`src/rtl/less_or_equal_pkg.sv`:
```
// Shared constants and types for the less_or_equal comparator slice.
package less_or_equal_pkg;

  // Default operand width; legal widths are 2..64.
  localparam int WIDTH_DEFAULT = 32;
  localparam int WIDTH_MIN     = 2;
  localparam int WIDTH_MAX     = 64;

  // Encoding of the signed_mode input.
  typedef enum logic {
    CMP_UNSIGNED = 1'b0,
    CMP_SIGNED   = 1'b1
  } cmp_mode_e;

  localparam logic MODE_SIGNED   = 1'b1;
  localparam logic MODE_UNSIGNED = 1'b0;

  // One comparison result as it is latched into the output stage.
  typedef struct packed {
    logic le;    // a <= b
    logic lt;    // a <  b
    logic same;  // a == b (bitwise)
  } cmp_result_t;

  // Number of leaves in the comparator tree: smallest power of two >= n.
  // Bounded loop keeps this a plain constant function for elaboration.
  function automatic int leaf_count(input int n);
    int p;
    p = 1;
    for (int k = 0; k < 7; k++) begin
      if (p < n) p = p * 2;
    end
    return p;
  endfunction

endpackage

```
`src/rtl/less_or_equal_cmp_cell.sv`:
```
// Magnitude-compare merge cell: combines the (gt, eq) verdicts of two
// adjacent bit groups, the more significant group taking priority.
module cmp_cell (
  input  logic hi_gt,
  input  logic hi_eq,
  input  logic lo_gt,
  input  logic lo_eq,
  output logic gt,
  output logic eq
);

  // The upper group decides unless it is equal, then the lower group decides.
  always_comb begin
    gt = hi_gt | (hi_eq & lo_gt);
    eq = hi_eq & lo_eq;
  end

endmodule

```
`src/rtl/less_or_equal.sv`:
```
// Registered A <= B comparator with selectable signed/unsigned mode.
//
// Handshake: in_valid qualifies a, b and signed_mode on the rising edge of
// clk. There is no backpressure; one operation can be accepted per cycle.
// Exactly one cycle later out_valid is 1 for one cycle and eq/lt/same carry
// that result. When in_valid is 0 at an edge, out_valid drops to 0 and
// eq/lt/same keep their last values. Reset clears everything and discards
// any result in flight.
//
// The lower WIDTH-1 bits are compared by a balanced tree of cmp_cell merges
// (pure magnitude, no subtraction, so nothing can overflow). The MSB is then
// resolved separately: in unsigned mode it is just the top magnitude bit, in
// signed mode a differing MSB means the operand with MSB=1 is negative and
// therefore smaller.
module less_or_equal
  import less_or_equal_pkg::*;
#(
  parameter int WIDTH = WIDTH_DEFAULT
) (
  input  logic             clk,
  input  logic             rst_n,
  input  logic [WIDTH-1:0] a,
  input  logic [WIDTH-1:0] b,
  input  logic             signed_mode,
  input  logic             in_valid,
  output logic             eq,
  output logic             lt,
  output logic             same,
  output logic             out_valid
);

  // Bits below the MSB and the padded leaf count of the tree over them.
  localparam int LOW_BITS = WIDTH - 1;
  localparam int LEAVES   = leaf_count(LOW_BITS);

  // Heap-ordered tree: node 1 is the root, node i has children 2i (more
  // significant) and 2i+1 (less significant). Leaves sit at LEAVES..2*LEAVES-1
  // with bit j at index 2*LEAVES-1-j, so the leftmost leaf is the highest bit.
  logic node_gt [1:2*LEAVES-1];
  logic node_eq [1:2*LEAVES-1];

  cmp_mode_e   mode;
  logic        msb_a;
  logic        msb_b;
  logic        a_gt_b;
  logic        a_eq_b;
  cmp_result_t result;

  assign mode  = cmp_mode_e'(signed_mode);
  assign msb_a = a[WIDTH-1];
  assign msb_b = b[WIDTH-1];

  // Leaves: single-bit verdicts; padding leaves compare as equal so they
  // never influence the result.
  for (genvar j = 0; j < LEAVES; j++) begin : g_leaf
    if (j < LOW_BITS) begin : g_bit
      assign node_gt[2*LEAVES-1-j] = a[j] & ~b[j];
      assign node_eq[2*LEAVES-1-j] = ~(a[j] ^ b[j]);
    end else begin : g_pad
      assign node_gt[2*LEAVES-1-j] = 1'b0;
      assign node_eq[2*LEAVES-1-j] = 1'b1;
    end
  end

  // Internal nodes: one merge cell per node, log2(LEAVES) levels deep.
  for (genvar i = 1; i < LEAVES; i++) begin : g_node
    cmp_cell u_cell (
      .hi_gt (node_gt[2*i]),
      .hi_eq (node_eq[2*i]),
      .lo_gt (node_gt[2*i+1]),
      .lo_eq (node_eq[2*i+1]),
      .gt    (node_gt[i]),
      .eq    (node_eq[i])
    );
  end

  // Resolve the MSB per mode and form the three result flags.
  always_comb begin
    a_gt_b = 1'b0;
    a_eq_b = 1'b0;
    if (msb_a != msb_b) begin
      // Unsigned: the set MSB is the larger. Signed: the set MSB is negative.
      a_gt_b = (mode == CMP_SIGNED) ? msb_b : msb_a;
      a_eq_b = 1'b0;
    end else begin
      a_gt_b = node_gt[1];
      a_eq_b = node_eq[1];
    end
    result.le   = ~a_gt_b;
    result.lt   = ~a_gt_b & ~a_eq_b;
    result.same = a_eq_b;
  end

  // Output stage: latch a fresh result on in_valid, otherwise hold it.
  always_ff @(posedge clk or negedge rst_n) begin
    if (!rst_n) begin
      eq        <= 1'b0;
      lt        <= 1'b0;
      same      <= 1'b0;
      out_valid <= 1'b0;
    end else begin
      out_valid <= in_valid;
      if (in_valid) begin
        eq   <= result.le;
        lt   <= result.lt;
        same <= result.same;
      end
    end
  end

endmodule

```
`config.mk`:
```
export PLATFORM = sky130hd
export DESIGN_NAME = less_or_equal
export DESIGN_NICKNAME = d
export VERILOG_FILES = /design/src/rtl/less_or_equal_pkg.sv /design/src/rtl/less_or_equal_cmp_cell.sv /design/src/rtl/less_or_equal.sv
export SDC_FILE = /design/constraint.sdc
export NUM_CORES = 1
export LEC_CHECK = 0
export ABC_AREA = 0
export CORE_MARGIN = 1
export CORE_UTILIZATION = 30
export DETAILED_ROUTE_END_ITERATION = 10
export PLACE_DENSITY = 0.79
export SYNTH_ARGS = -nofsm -noshare
export SYNTH_HDL_FRONTEND = slang
export SYNTH_HIERARCHICAL = 1
export SYNTH_SLANG_ARGS = --single-unit
```
`constraint.sdc`:
```
create_clock -name clk -period 0.8 [get_ports clk]
set_clock_uncertainty 0.05 [all_clocks]
set_input_delay 0.08 -clock clk [delete_from_list [all_inputs] [get_ports clk]]
set_output_delay 0.08 -clock clk [all_outputs]
set_load 0.1 [all_outputs]
```
==> flow_summary.ini <==
[hold_path]
hp-class = primary input to async pin

[floorplan]
die_h_microns = 64.65
core_sq_um = 3716
ioPinCount = 72
die_w_microns = 64.65
rows = 22
start_util_pct = 31.68
die_area_sq_um = 4179

[clock_tree]
cts_root_buffer = clkbuf_8
htreeDepth = 1
cts_buffers = 3
cts.clk_slew.worst_paths_ns = 0.04
tritoncts = done
postCtsHoldBufs = 0
cts.sinks = 4
clockBufferDepth = 2
worstSkewPairLatency_ns = 0.22

[place]
io_buffers = 71
hpwl_microns = 2572
place.gp.congestion = 0.7731

[power_and_ir_drop]
pwr-share-clk_pct = 23.0
p_int_mw = 1.330
power_frac_comb_pct = 65.3
p_sw_mw = 0.6901
leakage_nw = 1.280
seqPwrFrac_pct = 11.7
swShare_pct = 34.15
power_density_nw_per_um2 = 812.3
vdd_ir_drop_max_v = 0.0004564

[yosys]
synth_common_cells = inv_1, a21o_1, and2_2, ha_1, dfrtp_1
yosysTopAreaCell = ha_1
netlist_instances = 145
synth-edff-count = 0
synth-seq-cells = 4
yosysWarnings = 6
synth_top_area_share_pct = 32.94
yosys_most_used_dff = dfrtp_1
synth_area_sq_um = 1177
synth.distinct_cells = 19
synth.top_cells.by_area = ha_1, a21o_1, and2_2, inv_1, dfrtp_1
async_flop_share_pct = 100.0
synth_area_per_cell_sq_um = 8.120
synth_most_common_cell = inv_1
seq_area_frac_synth_pct = 8.502

[layout]
layout-drive-gt1-share_pct = 77.39
diodes = 0
nFillCells = 310
utilization_pct = 66.94
area_growth_pct = 111.3
multi_input_area_sq_um = 1415
fin_nets = 330
register_area_sq_um = 103.9

[timing]
maxSlewViolCount = 0
min_period_ns = 1.691
finalHoldViolCount = 0
setup_viol = 7
worst_hold_slack_ns = 0.01348
rsz0062_at_grt = yes
worst_slack_ns = -0.8908
post-route-period-util_pct = 211.4
fmax_ghz = 0.5914

[worst_setup_path]
crit_type = primary input to register
crit_chain = buf_2 -> ha_4 -> a21o_1 -> a21o_1 -> a21o_1 -> a21o_1 -> a21o_1 -> nand2b_4 -> o22a_1 -> a311oi_1
max_stage_delay_ns = 0.23
worstSetupEndpointType = register
critPathArrivalTime_ns = 1.76
startpoint_type = primary input
timing.critical_path.mode_cell = a21o_1
required_ns = 0.87
crit_fanout = 3
critPathSlowestCell = ha_4

[grt]
antenna_found_initial = 0
grt-ovfl-total = 0
grt_pass1_vias = 1327
grt_max_degree = 8
grt_pass1_wl_microns = 5526
grt_usage_pct = 16.76

[route]
drt_iter0_drc = 30
avgRoutedWirePerCell_microns = 12.28
drc = 0
via_per_inst = 4.572
final_antenna_net_count = 0
firstDrtPassIters = 2
totalWireLength_microns = 3415
vias = 1271

[job]
max-cap-violations = 0

[status]
violations = setup timing
status = finished, violations left
flip-flops by register name (all words and copies together), names as in the netlist:
signal and count:
same 1, eq 1, lt 1, out_valid 1
through the flow:
step | power [mW] | instance area, sq um | setup slack (ns) | TNS (ns) | cells
after floorplan | 0.8881 | 1443 | -0.9455 | -2.641 | 146
after global placement | 1.434 | 2291 | -1.653 | -4.734 | 270
after detailed placement | 1.464 | 2291 | -1.697 | -4.805 | 270
after CTS | 1.986 | 2449 | -0.9063 | -2.956 | 277
after global routing | 2.190 | 2487 | -0.9575 | -3.208 | 278
final | 2.021 | 2487 | -0.8908 | -2.949 | 278
layout make-up:
type | instances | share of cell area, %
timing repair buffer | 80 | 28.07
inverter | 32 | 6.640
clock buffer | 4 | 1.811
sequential | 4 | 4.175
tap | 48 | 2.414
multi-input combinational | 110 | 56.89
path summary, 6_finish.rpt:
path | start | endpoint | slack (ns) | cells after the start
max | a[5] | lt$_DFFE_PN0P_ | -0.89 | 10
min in group clk | same$_DFFE_PN0P_ | same$_DFFE_PN0P_ | 0.51 | 2
min reg2reg | same$_DFFE_PN0P_ | same$_DFFE_PN0P_ | 0.51 | 2
min | rst_n | same$_DFFE_PN0P_ | 0.01 | 1
max in group asynchronous | rst_n | eq$_DFFE_PN0P_ | 0.49 | 1
max reg2reg | eq$_DFFE_PN0P_ | eq$_DFFE_PN0P_ | -0.15 | 2
power by group through the flow:
stage | sequential [mW] | combinational [mW] | clock (mW)
2_1_floorplan | 0.351 | 0.537 | 0
3_3_place_gp | 0.238 | 1.20 | 0
3_5_place_dp | 0.239 | 1.22 | 0
4_1_cts | 0.237 | 1.28 | 0.465
5_1_grt | 0.239 | 1.46 | 0.495
6_report | 0.237 | 1.32 | 0.465
critical path, delay by kind of cell:
kind                     cells  cell delay, ns
AO/OA/AOI/OAI                7            1.19
adder cells (fa/ha/maj)      1            0.23
AND/OR/NAND/NOR              1            0.15
buffers and inverters        1            0.11
routing by layer:
layer / vias to the layer above / GRT usage (%) / share of wire, %
met3: 0 / 2.817 / 6.2
met2: 46 / 34.74 / 55
met1: 577 / 17.70 / 38
li1: 648 / - / -
met5: - / 0 / 0
met4: 0 / 1.667 / 0
repair_timing:
| item | CTS | global route |
|---|---|---|
| gates cloned | 0 | 0 |
| setup buffers | 3 | 1 |
| setup endpoints to repair | 7 | 7 |
| gates resized for setup | 289 | 9 |
| pin swaps | 75 | 8 |
cell families after synthesis:
| family | count (synthesis) | synth area share (%) |
|---|---|---|
| compound gates | 37 | 23.80 |
| simple gates | 38 | 23.17 |
| flops | 4 | 8.502 |
| fa+ha+maj | 31 | 32.94 |
| xor+xnor | 1 | 0.7440 |
| other cells | 2 | 0.6379 |
| buf+inv | 32 | 10.20 |
placed cells by master (no fill, tap or decap), drive strengths merged:
cell type      instances
clkbuf                 5
inv                   32
a21o                  31
clkdlybuf4s50          5
xnor2                  1
o221a                  1
nand3                  1
o22a                   1
ha                    31
nand2b                 2
o2111ai                1
o21ai                  2
nand2                  1
nor2                   1
a311oi                 1
buf                   74
and2                  31
conb                   3
nor3                   1
dfrtp                  4
nor3b                  1
Note: power is estimated with default switching activity, not from simulation.
